$ cat src/rtl/spi_pkg.sv
// Shared widths and the FIFO word-entry payload for the SPI read packer.
package spi_pkg;

    localparam int unsigned BYTE_WIDTH = 8;
    localparam int unsigned WORD_BYTES = 4;
    localparam int unsigned WORD_WIDTH = BYTE_WIDTH * WORD_BYTES;
    localparam int unsigned NBYTES_W   = 3;

    // One packed word as stored in the output FIFO.
    typedef struct packed {
        logic [WORD_WIDTH-1:0] data;
        logic [NBYTES_W-1:0]   nbytes;
        logic                  last;
    } word_entry_t;

endpackage

$ cat src/rtl/sync_fifo_fwft.sv
// Synchronous first-word-fall-through FIFO with sticky overflow flag.
// Ports:
//   clk, rstn         clock, async active-low reset
//   clear             synchronous flush (also clears overflow)
//   push, push_data   write request and entry
//   pop               read request (ignored when empty)
//   head              entry at the head of the FIFO
//   valid             FIFO holds at least one entry
//   level             occupied entries, 0..DEPTH
//   overflow          sticky: a push was dropped because the FIFO was full
module sync_fifo_fwft
    import spi_pkg::*;
#(
    parameter int unsigned DEPTH   = 8,
    parameter int unsigned LVL_W   = $clog2(DEPTH) + 1,
    parameter type         entry_t = word_entry_t
) (
    input  logic             clk,
    input  logic             rstn,
    input  logic             clear,
    input  logic             push,
    input  entry_t           push_data,
    input  logic             pop,
    output entry_t           head,
    output logic             valid,
    output logic [LVL_W-1:0] level,
    output logic             overflow
);

    localparam int unsigned PTR_W = $clog2(DEPTH);

    entry_t           mem [DEPTH];
    logic [PTR_W-1:0] wr_ptr;
    logic [PTR_W-1:0] rd_ptr;
    logic [LVL_W-1:0] count;
    logic [LVL_W-1:0] count_n;
    logic             full;
    logic             empty;
    logic             pop_ok;
    logic             push_ok;
    logic             drop;

    // A full FIFO still accepts a push when the head leaves in the same cycle.
    always_comb begin
        full    = (count == LVL_W'(DEPTH));
        empty   = (count == '0);
        pop_ok  = pop && !empty;
        push_ok = push && (!full || pop_ok);
        drop    = push && !push_ok;
        count_n = count;
        if (push_ok && !pop_ok) begin
            count_n = count + LVL_W'(1);
        end else if (pop_ok && !push_ok) begin
            count_n = count - LVL_W'(1);
        end
    end

    // Storage, pointers, level and flags.
    always_ff @(posedge clk or negedge rstn) begin
        if (!rstn) begin
            for (int i = 0; i < int'(DEPTH); i++) begin
                mem[i] <= '0;
            end
            wr_ptr   <= '0;
            rd_ptr   <= '0;
            count    <= '0;
            valid    <= 1'b0;
            overflow <= 1'b0;
        end else if (clear) begin
            wr_ptr   <= '0;
            rd_ptr   <= '0;
            count    <= '0;
            valid    <= 1'b0;
            overflow <= 1'b0;
        end else begin
            if (push_ok) begin
                mem[wr_ptr] <= push_data;
                wr_ptr      <= wr_ptr + PTR_W'(1);
            end
            if (pop_ok) begin
                rd_ptr <= rd_ptr + PTR_W'(1);
            end
            count <= count_n;
            valid <= (count_n != '0);
            if (drop) begin
                overflow <= 1'b1;
            end
        end
    end

    assign head  = mem[rd_ptr];
    assign level = count;

endmodule

$ cat src/rtl/spi_read_packer.sv
// Packs bytes from an SPI reader big-endian into 32-bit words, tags partial
// and transaction-final words, and buffers them in a FWFT FIFO.
// Ports:
//   clk, rstn          clock, async active-low reset
//   byte_in/byte_valid byte from the reader; accepted on byte_valid rising edge
//   xfer_done          transaction end; acted on at its rising edge
//   clear              synchronous flush of FIFO, packer and overflow
//   m_data/m_nbytes/m_last/m_valid/m_ready  word output stream
//   fifo_level         occupied FIFO entries
//   overflow           sticky dropped-word flag
module spi_read_packer
    import spi_pkg::*;
#(
    parameter int unsigned FIFO_DEPTH = 8,
    parameter int unsigned LVL_W      = $clog2(FIFO_DEPTH) + 1
) (
    input  logic                  clk,
    input  logic                  rstn,
    input  logic [BYTE_WIDTH-1:0] byte_in,
    input  logic                  byte_valid,
    input  logic                  xfer_done,
    input  logic                  clear,
    output logic [WORD_WIDTH-1:0] m_data,
    output logic [NBYTES_W-1:0]   m_nbytes,
    output logic                  m_last,
    output logic                  m_valid,
    input  logic                  m_ready,
    output logic [LVL_W-1:0]      fifo_level,
    output logic                  overflow
);

    logic                  byte_valid_q;
    logic                  xfer_done_q;
    logic [1:0]            idx;
    logic [1:0]            idx_n;
    logic [WORD_WIDTH-1:0] acc;
    logic [WORD_WIDTH-1:0] acc_n;
    logic [WORD_WIDTH-1:0] packed_w;
    logic [NBYTES_W-1:0]   cnt;
    logic                  byte_acc;
    logic                  end_ev;
    logic                  push;
    word_entry_t           push_word;
    word_entry_t           head;

    // Rising-edge detect; a clear swallows any same-cycle edges.
    assign byte_acc = byte_valid && !byte_valid_q && !clear;
    assign end_ev   = xfer_done && !xfer_done_q && !clear;

    // The byte is merged first so an end in the same cycle sees it.
    always_comb begin
        packed_w  = acc;
        idx_n     = idx;
        acc_n     = acc;
        push      = 1'b0;
        push_word = '0;
        if (byte_acc) begin
            case (idx)
                2'd0:    packed_w[31:24] = byte_in;
                2'd1:    packed_w[23:16] = byte_in;
                2'd2:    packed_w[15:8]  = byte_in;
                default: packed_w[7:0]   = byte_in;
            endcase
        end
        cnt = NBYTES_W'(idx) + NBYTES_W'(byte_acc);
        if (end_ev) begin
            // cnt of 0 yields the empty end marker since acc is zero at index 0.
            push             = 1'b1;
            push_word.data   = packed_w;
            push_word.nbytes = cnt;
            push_word.last   = 1'b1;
            idx_n            = 2'd0;
            acc_n            = '0;
        end else if (byte_acc) begin
            if (idx == 2'd3) begin
                push             = 1'b1;
                push_word.data   = packed_w;
                push_word.nbytes = NBYTES_W'(WORD_BYTES);
                push_word.last   = 1'b0;
                idx_n            = 2'd0;
                acc_n            = '0;
            end else begin
                idx_n = idx + 2'd1;
                acc_n = packed_w;
            end
        end
    end

    // Edge registers always track inputs; packer state obeys clear.
    always_ff @(posedge clk or negedge rstn) begin
        if (!rstn) begin
            byte_valid_q <= 1'b0;
            xfer_done_q  <= 1'b0;
            idx          <= 2'd0;
            acc          <= '0;
        end else begin
            byte_valid_q <= byte_valid;
            xfer_done_q  <= xfer_done;
            if (clear) begin
                idx <= 2'd0;
                acc <= '0;
            end else begin
                idx <= idx_n;
                acc <= acc_n;
            end
        end
    end

    sync_fifo_fwft #(
        .DEPTH   (FIFO_DEPTH),
        .LVL_W   (LVL_W),
        .entry_t (word_entry_t)
    ) u_fifo (
        .clk       (clk),
        .rstn      (rstn),
        .clear     (clear),
        .push      (push),
        .push_data (push_word),
        .pop       (m_ready),
        .head      (head),
        .valid     (m_valid),
        .level     (fifo_level),
        .overflow  (overflow)
    );

    assign m_data   = head.data;
    assign m_nbytes = head.nbytes;
    assign m_last   = head.last;

endmodule

$ cat config.mk
export PLATFORM = sky130hd
export DESIGN_NAME = spi_read_packer
export DESIGN_NICKNAME = d
export VERILOG_FILES = /design/src/rtl/spi_pkg.sv /design/src/rtl/sync_fifo_fwft.sv /design/src/rtl/spi_read_packer.sv
export SDC_FILE = /design/constraint.sdc
export NUM_CORES = 1
export LEC_CHECK = 0
export CAP_MARGIN = 20
export CORE_MARGIN = 3
export CORE_UTILIZATION = 60
export CTS_CLUSTER_DIAMETER = 100
export DETAILED_ROUTE_END_ITERATION = 8
export DONT_BUFFER_PORTS = 1
export PLACE_DENSITY = 0.76
export SLEW_MARGIN = 20
export SYNTH_ARGS = -nofsm -noshare
export SYNTH_HDL_FRONTEND = slang
export SYNTH_HIERARCHICAL = 1
export SYNTH_SLANG_ARGS = --single-unit
export TNS_END_PERCENT = 50
$ cat constraint.sdc
create_clock -name clk -period 3.7 [get_ports clk]
set_clock_uncertainty 0.15 [all_clocks]
set_input_delay 0.37 -clock clk [delete_from_list [all_inputs] [get_ports clk]]
set_output_delay 0.37 -clock clk [all_outputs]
set_load 0.01 [all_outputs]
Yosys cells after proc, flatten, opt, wreduce, memory -nomap -nowiden:

Index checks and enable logic that the tools add are counted.

* register bits after elaboration: 336
* input bits: 14
* output and inout bits: 42
* logic and storage cells: 111

* add/sub/neg operators: 6
* magnitude comparators: 3
* equal/unequal tests: 4
* muxes and demuxes: 35
* bitwise gates (word level): 3
* reductions and logical operators: 27

Operators by type and width (number)
* bitwise mux 288 bit: 1
* 2-to-1 mux 36 bit: 6
* 2-to-1 mux 32 bit: 5
* binary-select mux 36 bit (select 3 bit): 1
* demux 36 bit (select 3 bit): 1
* 2-to-1 mux 8 bit: 4
* 2-to-1 mux 3 bit: 4
* 2-to-1 mux 4 bit: 3
* logical AND 1 bit: 10
* >= comparator 4 bit (second input constant): 2
* 2-to-1 mux 2 bit: 4
* NOT 3 -> 4 bit: 2
* zero test 1 bit: 7
* adder 3 x 1 -> 3 bit (second input constant): 2
* 2-to-1 mux 1 bit: 6
* nonzero test 2 bit: 3
* adder 4 x 1 -> 4 bit (second input constant): 1
* equality test 2 bit (second input constant): 2
* equality test 4 bit (second input constant): 1
* zero test 4 bit: 1
* less-than comparator 4 x 1 -> 1 bit (second input constant): 1
* nonzero test 4 bit: 1
* subtractor 4 x 1 -> 4 bit (second input constant): 1
* adder 2 x 1 -> 3 bit: 1
* other kinds (8): 8

Longest topological paths before layout:

Gate-level depths: netlist (run 1).

* word-level depth: 12
* depth in mapped cells: 15
* depth with buffers taken out: 9

Hierarchy:

Netlist (run 1), hierarchy kept.

By module, submodules not included
* sync_fifo_fwft: times used 1, cells an instance 825, area an instance 13875.8 sq um, sequential area each 7507.2 sq um
* spi_read_packer: times used 1, cells an instance 264, area an instance 2260.9 sq um, sequential area each 900.9 sq um

Worst setup path before layout (run 1):

OpenSTA, ideal clock, no wires.

* kind: register -> register
* from: reg idx[0]
* to: reg u_fifo/mem[216] (netlist bit)
* setup time: 0.125 ns
* data arrival time: 2.801 ns
* data required time: 3.425 ns
* slack: 0.625 ns
* cell stages (with the launch flop): 16
* path buffers: 6
* clock period less this slack: 3.075 ns
* path through: dfrtp_1 > ha_1 > clkbuf_2 > nand3b_1 > a21o_1 > buf_2 > buf_2 > inv_1 > buf_4 > inv_1 > nor3_4 > nand2b_2 > nor3b_1 > buf_4 > buf_6 > mux2_2

* longest elaborated chain between the ends: 6

RTL lines
* start: declaration: RTL line spi_read_packer.sv:34 `logic [1:0] idx;`
* start signal: assignment: RTL line spi_read_packer.sv:103 `idx <= idx_n;`
* equality test 2 bit: RTL line spi_read_packer.sv:75 `if (idx == 2'd3) begin`
* 2-to-1 mux 1 bit: RTL line spi_read_packer.sv:75
* 2-to-1 mux 1 bit: RTL line spi_read_packer.sv:74 `end else if (byte_acc) begin`
* 2-to-1 mux 1 bit: RTL line spi_read_packer.sv:66 `if (end_ev) begin`
* net push: RTL line spi_read_packer.sv:42 `logic push;`
* logical AND 1 bit: RTL line sync_fifo_fwft.sv:48 `push_ok = push && (!full || pop_ok);`
* AND reduction 2 bit (no line)
* end signal: indexed assignment: RTL line sync_fifo_fwft.sv:77 `mem[wr_ptr] <= push_data;`
* end: declaration: RTL line sync_fifo_fwft.sv:32 `entry_t mem [DEPTH];`

The timed path passes the listed nets, and every way through them passes these cells.
A chain may end at the register's enable or synchronous reset.

Final worst setup path (run 1):

* from: reg idx[0]
* to: reg u_fifo/mem[3] (netlist bit)

The elaborated chain is that of the path after synthesis.

==> results.py, run 1 <==
metrics = {
    "pwr": {
        "p_int_mw": 6.334,
        "power_leakage_nw": 8.407,
        "total_power_mw": 8.303,
        "pwr-share-seq": 0.463,
        "clkPwrFrac": 0.438,
        "ir_worst_vdd_mv": 0.4048,
        "p_sw_frac": 0.2371,
        "pwr-share-comb": 0.098,
        "p_per_area_nw_per_um2": 470.8,
        "switchingPower_mw": 1.968,
    },
    "cells_and_area": {
        "antenna_cells": 0,
        "seq_area_um2": 8417,
        "fill_cells": 1845,
        "layout-drive-gt1-share": 0.4323,
        "num-nets-final": 1113,
        "area_delta_synth_final_pct": 9.281,
        "final_cell_mix": "dfrtp_1, mux2_2, mux4_2, mux2_4",
        "multi_input_area_um2": 7237,
        "final_common_cell": "dfrtp_1",
    },
    "synth": {
        "synth_async_sr_flop_share": 1.000,
        "synthCells": 1089,
        "synth_flop_cell": "dfrtp_1",
        "yosys_warnings": 6,
        "synth.avg_cell_area_um2": 14.82,
        "ys_seq_elements": 336,
        "synth_area_um2": 16140,
        "synth.distinct_cells": 54,
        "synth_edf_count": 0,
        "yosysSeqAreaShare": 0.5211,
        "synth.net_count": 1116,
    },
    "worst_setup_path": {
        "worst_path_most_repeated_cell": "inv_1",
        "critical_path_arrival_ps": 3420,
        "cpPeakStageDelay_ps": 550,
        "worst-endpoint-required_ps": 3930,
        "critPathMaxFanout": 36,
        "path_cells": "ha_1 > nand3b_1 > a21o_1 > inv_1 > inv_1 > nor3_4 > and2_2 > nand3_4 > mux2_2",
        "cp_slowest_cell": "nand3_4",
        "startpoint_type": "flip-flop",
        "critical_path_class": "reg2reg",
        "end_kind": "flip-flop",
    },
    "global_routing": {
        "globalRouteMet1Util": 0.3431,
        "antenna_found_initial": 0,
        "grt_pass1_vias": 9621,
        "grt_use_met3": 0.04460,
        "grt_max_degree": 337,
        "groute.layer.met2.usage": 0.3907,
        "grt_usage": 0.2412,
        "grt_overflow": 0,
        "grt_first_pass_wirelength_um": 54830,
        "top_usage_layer": "met2",
    },
    "route": {
        "drtIter0Drc": 654,
        "via_count": 9099,
        "wl_um": 34080,
        "drc": 0,
        "wl_per_cell_um": 23.62,
        "via_per_inst": 6.306,
        "first_pass_iters": 5,
        "antenna_left": 0,
    },
    "sta": {
        "worst_pin_slew_ps": 988.8,
        "fmax_mhz": 313.5,
        "tns_ps": 0,
        "hold_viol": 336,
        "post-route-period-util": 0.8622,
        "rsz0062_at_grt": "false",
        "finalMaxSlewViolations": 0,
        "min_period_ps": 3190,
        "fin_hold_ws_ps": -592.4,
        "slew_headroom": 0.3408,
        "setup_viol": 0,
    },
    "placed_design": {
        "dp_hpwl_um": 20140,
        "gp_congestion": 0.8427,
        "port_buffers": 0,
    },
    "clock_tree": {
        "cts_setup_buffers": 0,
        "clock_path_buffers": 3,
        "htreeDepth": 2,
        "clk_pin_slew_ps": 60,
        "cts_resized": 0,
        "cts.sinks": 336,
        "cts-root-buf": "clkbuf_16",
        "cts_hold_buf": 12,
        "cts_tree": "done",
        "numCtsBuffers": 36,
        "insertion_delay_ps": 510,
    },
    "floorplan": {
        "ioPinCount": 56,
        "fp.dieW_um": 170.0,
        "core_um2": 26280,
        "die_h_um": 170.0,
        "die_area_um2": 28900,
        "start_util": 0.6140,
        "num_rows": 59,
    },
    "status": {
        "status": "finished, violations left",
        "violations": "negative hold slack",
    },
    "hold_path": {
        "min_path_type": "in2async",
    },
    "job": {
        "drv_cap": 0,
    },
}
==> final cells by class <==
class	count	area share
multi-input combinational	666	0.4104
inverter	11	0.002341
tap	335	0.02377
sequential	336	0.4773
clock buffer	49	0.05846
clock inverter	11	0.009011
timing repair buffer	35	0.01873
==> metal layers <==
layer / vias up / share of wire
li1: 3988 / -
met1: 4881 / 0.45
met2: 177 / 0.48
met3: 53 / 0.048
met4: 0 / 0.021
met5: - / 0
==> cells in the mapped netlist, types with 17 or more instances <==
cell / n / area share
a21oi_1: 28 / 0.0087
buf_2: 28 / 0.0087
buf_6: 17 / 0.012
clkbuf_1: 23 / 0.0053
dfrtp_1: 336 / 0.52
mux2_1: 19 / 0.013
mux2_2: 253 / 0.18
mux2_4: 54 / 0.050
mux2i_1: 26 / 0.016
mux4_2: 72 / 0.10
nand2_1: 42 / 0.0098
nor2_1: 42 / 0.0098
o21ai_0: 37 / 0.011
==> registers in the layout, summed over array words and instances (netlist names) <==
| signal | cells |
|---|---|
| u_fifo/rd_ptr | 3 |
| xfer_done_q | 1 |
| u_fifo/valid | 1 |
| u_fifo/level | 4 |
| byte_valid_q | 1 |
| acc | 32 |
| idx | 2 |
| u_fifo/mem | 288 |
| u_fifo/overflow | 1 |
| u_fifo/wr_ptr | 3 |
==> stage by stage <==
stage / worst slack, ps / std cells / utilization / cell area, um^2
6_report: 509.9 / 1443 / 0.6710 / 17630
5_1_grt: 346.4 / 1443 / 0.6710 / 17630
4_1_cts: 471.4 / 1443 / 0.6710 / 17630
3_5_place_dp: 507.9 / 1371 / 0.6212 / 16320
3_3_place_gp: 598.4 / 1371 / 0.6212 / 16320
2_1_floorplan: 624.8 / 1089 / - / 16140
==> worst paths after layout <==
path                                             start                           end  slack [ps]  depth (start not counted)
max                                 idx[0]$_DFFE_PN0P_     u_fifo/mem[3]$_DFFE_PN0P_         510                          9
max in group asynchronous                         rstn  u_fifo/rd_ptr[1]$_DFFE_PN0P_        3440                          0
max reg2reg                         idx[0]$_DFFE_PN0P_     u_fifo/mem[3]$_DFFE_PN0P_         510                          9
min in group clk                            byte_in[2]           acc[18]$_DFFE_PN0P_          30                          3
min                                               rstn    u_fifo/mem[91]$_DFFE_PN0P_        -590                          0
min reg2reg                u_fifo/mem[273]$_DFFE_PN0P_   u_fifo/mem[273]$_DFFE_PN0P_         340                          1
==> cells by family after synthesis <==
logic type,after synthesis,share of synthesized area
AOI/OAI and AO/OA,76,0.02590
adders and majority gates,13,0.01008
and+or+nand+nor,147,0.05164
xor gates and xnor gates,6,0.003257
muxes,424,0.3567
buffers and inverters,87,0.03140
DFF,336,0.5211
==> worst max-delay path: cells and delay by family, from the launching register on <==
family,cells,cell delay [ps]
compound gates,1,200
fa+ha+maj,1,220
flops,1,480
buf+inv,2,390
simple gates,4,1090
mux,1,510
==> power groups by stage <==
stage | clock, mW | sequential (mW) | combinational [mW]
floorplan | 0 | 3.82 | 0.740
detailed placement | 0 | 3.92 | 0.806
finish | 3.64 | 3.85 | 0.816
global placement | 0 | 3.92 | 0.803
global route | 3.86 | 3.86 | 0.888
CTS | 3.70 | 3.85 | 0.825
Power figures use the tool's default switching activity.
==> run 2, diff against run 1 <==
- SKIP_LAST_GASP: not set -> 1
==> results of run 2 <==
Final layout, timing and power as in run 1 (identical DEF).
==> run 3, diff against run 2 <==
- CORE_MARGIN: 3 -> 2
- CORE_UTILIZATION: 60 -> 58
- clock period: 3.7 -> 2.9 ns (I/O delays scaled with it)
==> results.py, run 3 (synthesis results as in run 1) <==
metrics = {
    "worst_setup_path": {
        "path_buf_inv": 1,
        "cp_slowest_cell": "dfrtp_4",
        "r2r-start": "u_fifo/level[0]$_DFF_PN0_",
        "critical_path_class": "reg2out",
        "critical_path_arrival_ps": 2270,
        "critPathMaxFanout": 22,
        "r2r_cells": 8,
        "startpoint_type": "flip-flop",
        "cpPeakStageDelay_ps": 670,
        "reg2reg_slack_ps": 230,
        "end_kind": "primary output",
        "worst-endpoint-required_ps": 2460,
        "path_cells": "buf_4 > mux4_2 > mux2_2",
        "reg2reg_to": "u_fifo/mem[75]$_DFFE_PN0P_",
        "path_delay_family": "multiplexers",
    },
    "cells_and_area": {
        "design_area_um2": 17870,
        "largest_reg_flops": 288,
        "fill_cells": 1929,
        "antenna_cells": 0,
        "fin_cells": 1501,
        "layout-drive-gt1-share": 0.4417,
        "num-nets-final": 1124,
        "multi_input_area_um2": 7251,
        "seq_area_um2": 8418,
        "final_cell_mix": "dfrtp_1, mux2_2, mux4_2, mux2_4",
        "final_common_cell": "dfrtp_1",
        "regMostFlops": "u_fifo/mem",
        "area_delta_synth_final_pct": 10.75,
    },
    "clock_tree": {
        "cts_setup_buffers": 0,
        "cts_tree": "done",
        "cts_hold_buf": 14,
        "clk_pin_slew_ps": 60,
        "clock_path_buffers": 3,
        "cts_resized": 0,
        "htreeDepth": 2,
        "insertion_delay_ps": 520,
        "numCtsBuffers": 37,
        "cts.sinks": 336,
        "cts-root-buf": "clkbuf_16",
    },
    "status": {
        "violations": "negative hold slack",
        "status": "finished, violations left",
    },
    "pwr": {
        "p_per_area_nw_per_um2": 590.3,
        "p_sw_frac": 0.2425,
        "pwr-share-comb": 0.110,
        "ir_worst_vdd_mv": 0.5357,
        "power_leakage_nw": 8.486,
        "p_int_mw": 7.993,
        "total_power_mw": 10.55,
        "clkPwrFrac": 0.432,
        "pwr-share-seq": 0.458,
        "switchingPower_mw": 2.558,
    },
    "placed_design": {
        "port_buffers": 0,
        "dp_hpwl_um": 20060,
        "gp_congestion": 0.8413,
        "dp_cells": 1422,
        "placed_cell_area_um2": 16540,
    },
    "sta": {
        "worst_pin_slew_ps": 968.3,
        "hold_viol": 336,
        "fmax_mhz": 369.4,
        "rsz0062_at_grt": "false",
        "finalMaxSlewViolations": 0,
        "post-route-period-util": 0.9334,
        "fin_hold_ws_ps": -681.3,
        "min_period_ps": 2707,
        "tns_ps": 0,
        "slew_headroom": 0.3545,
        "setup_viol": 0,
    },
    "route": {
        "first_pass_iters": 4,
        "wl_um": 34350,
        "via_count": 9075,
        "wl_per_cell_um": 22.88,
        "via_per_inst": 6.046,
        "antenna_left": 0,
        "drc": 0,
        "drtIter0Drc": 755,
    },
    "floorplan": {
        "core_um2": 27550,
        "num_rows": 61,
        "die_h_um": 170.8,
        "die_area_um2": 29170,
        "fp.dieW_um": 170.8,
        "start_util": 0.5857,
        "ioPinCount": 56,
    },
    "global_routing": {
        "grt_first_pass_wirelength_um": 55050,
        "grt_overflow": 0,
        "grt_usage": 0.2438,
        "grt_max_degree": 337,
        "grt_pass1_vias": 9648,
        "antenna_found_initial": 0,
    },
    "job": {
        "drv_cap": 0,
    },
    "hold_path": {
        "min_path_type": "in2async",
    },
}
## run 3: layout make-up
| type | instances | share of cell area |
|---|---|---|
| inverter | 11 | 0.002450 |
| tap | 378 | 0.02646 |
| timing repair buffer | 45 | 0.02786 |
| clock buffer | 52 | 0.06126 |
| sequential | 336 | 0.4710 |
| multi-input combinational | 666 | 0.4057 |
| clock inverter | 13 | 0.005251 |
## run 3: worst max-delay path by stage
stage | start | to | slack [ps] | cells past startpoint
floorplan | idx[1]$_DFFE_PN0P_ | u_fifo/mem[267]$_DFFE_PN0P_ | -3 | 14
global placement | u_fifo/level[0]$_DFF_PN0_ | u_fifo/mem[75]$_DFFE_PN0P_ | 310 | 8
detailed placement | u_fifo/level[0]$_DFF_PN0_ | u_fifo/mem[188]$_DFFE_PN0P_ | 270 | 8
CTS | u_fifo/rd_ptr[1]$_DFFE_PN0P_ | m_data[22] | 190 | 3
global route | u_fifo/level[0]$_DFF_PN0_ | u_fifo/rd_ptr[1]$_DFFE_PN0P_ | 70 | 7
finish | u_fifo/rd_ptr[1]$_DFFE_PN0P_ | m_data[22] | 190 | 3
## run 3: power groups by stage
stage | clock [mW] | combinational, mW | sequential [mW]
detailed placement | 0 | 1.15 | 4.92
floorplan | 0 | 0.947 | 4.87
global placement | 0 | 1.13 | 4.92
finish | 4.56 | 1.16 | 4.84
CTS | 4.64 | 1.18 | 4.83
global route | 4.87 | 1.27 | 4.84
## run 3: routing by layer
metal	vias up	GRT usage	part of all wire
li1	3993	-	-
met1	4877	0.3437	0.45
met2	161	0.3994	0.49
met3	44	0.04603	0.047
met4	0	0.05203	0.017
met5	-	0	0
## run 3: metrics by stage
stage / setup WS, ps / utilization
4_1_cts: 191.4 / 0.6487
3_3_place_gp: 313.6 / 0.6004
3_5_place_dp: 266.1 / 0.6004
5_1_grt: 71.37 / 0.6487
6_report: 193.1 / 0.6487
2_1_floorplan: -3.190 / -
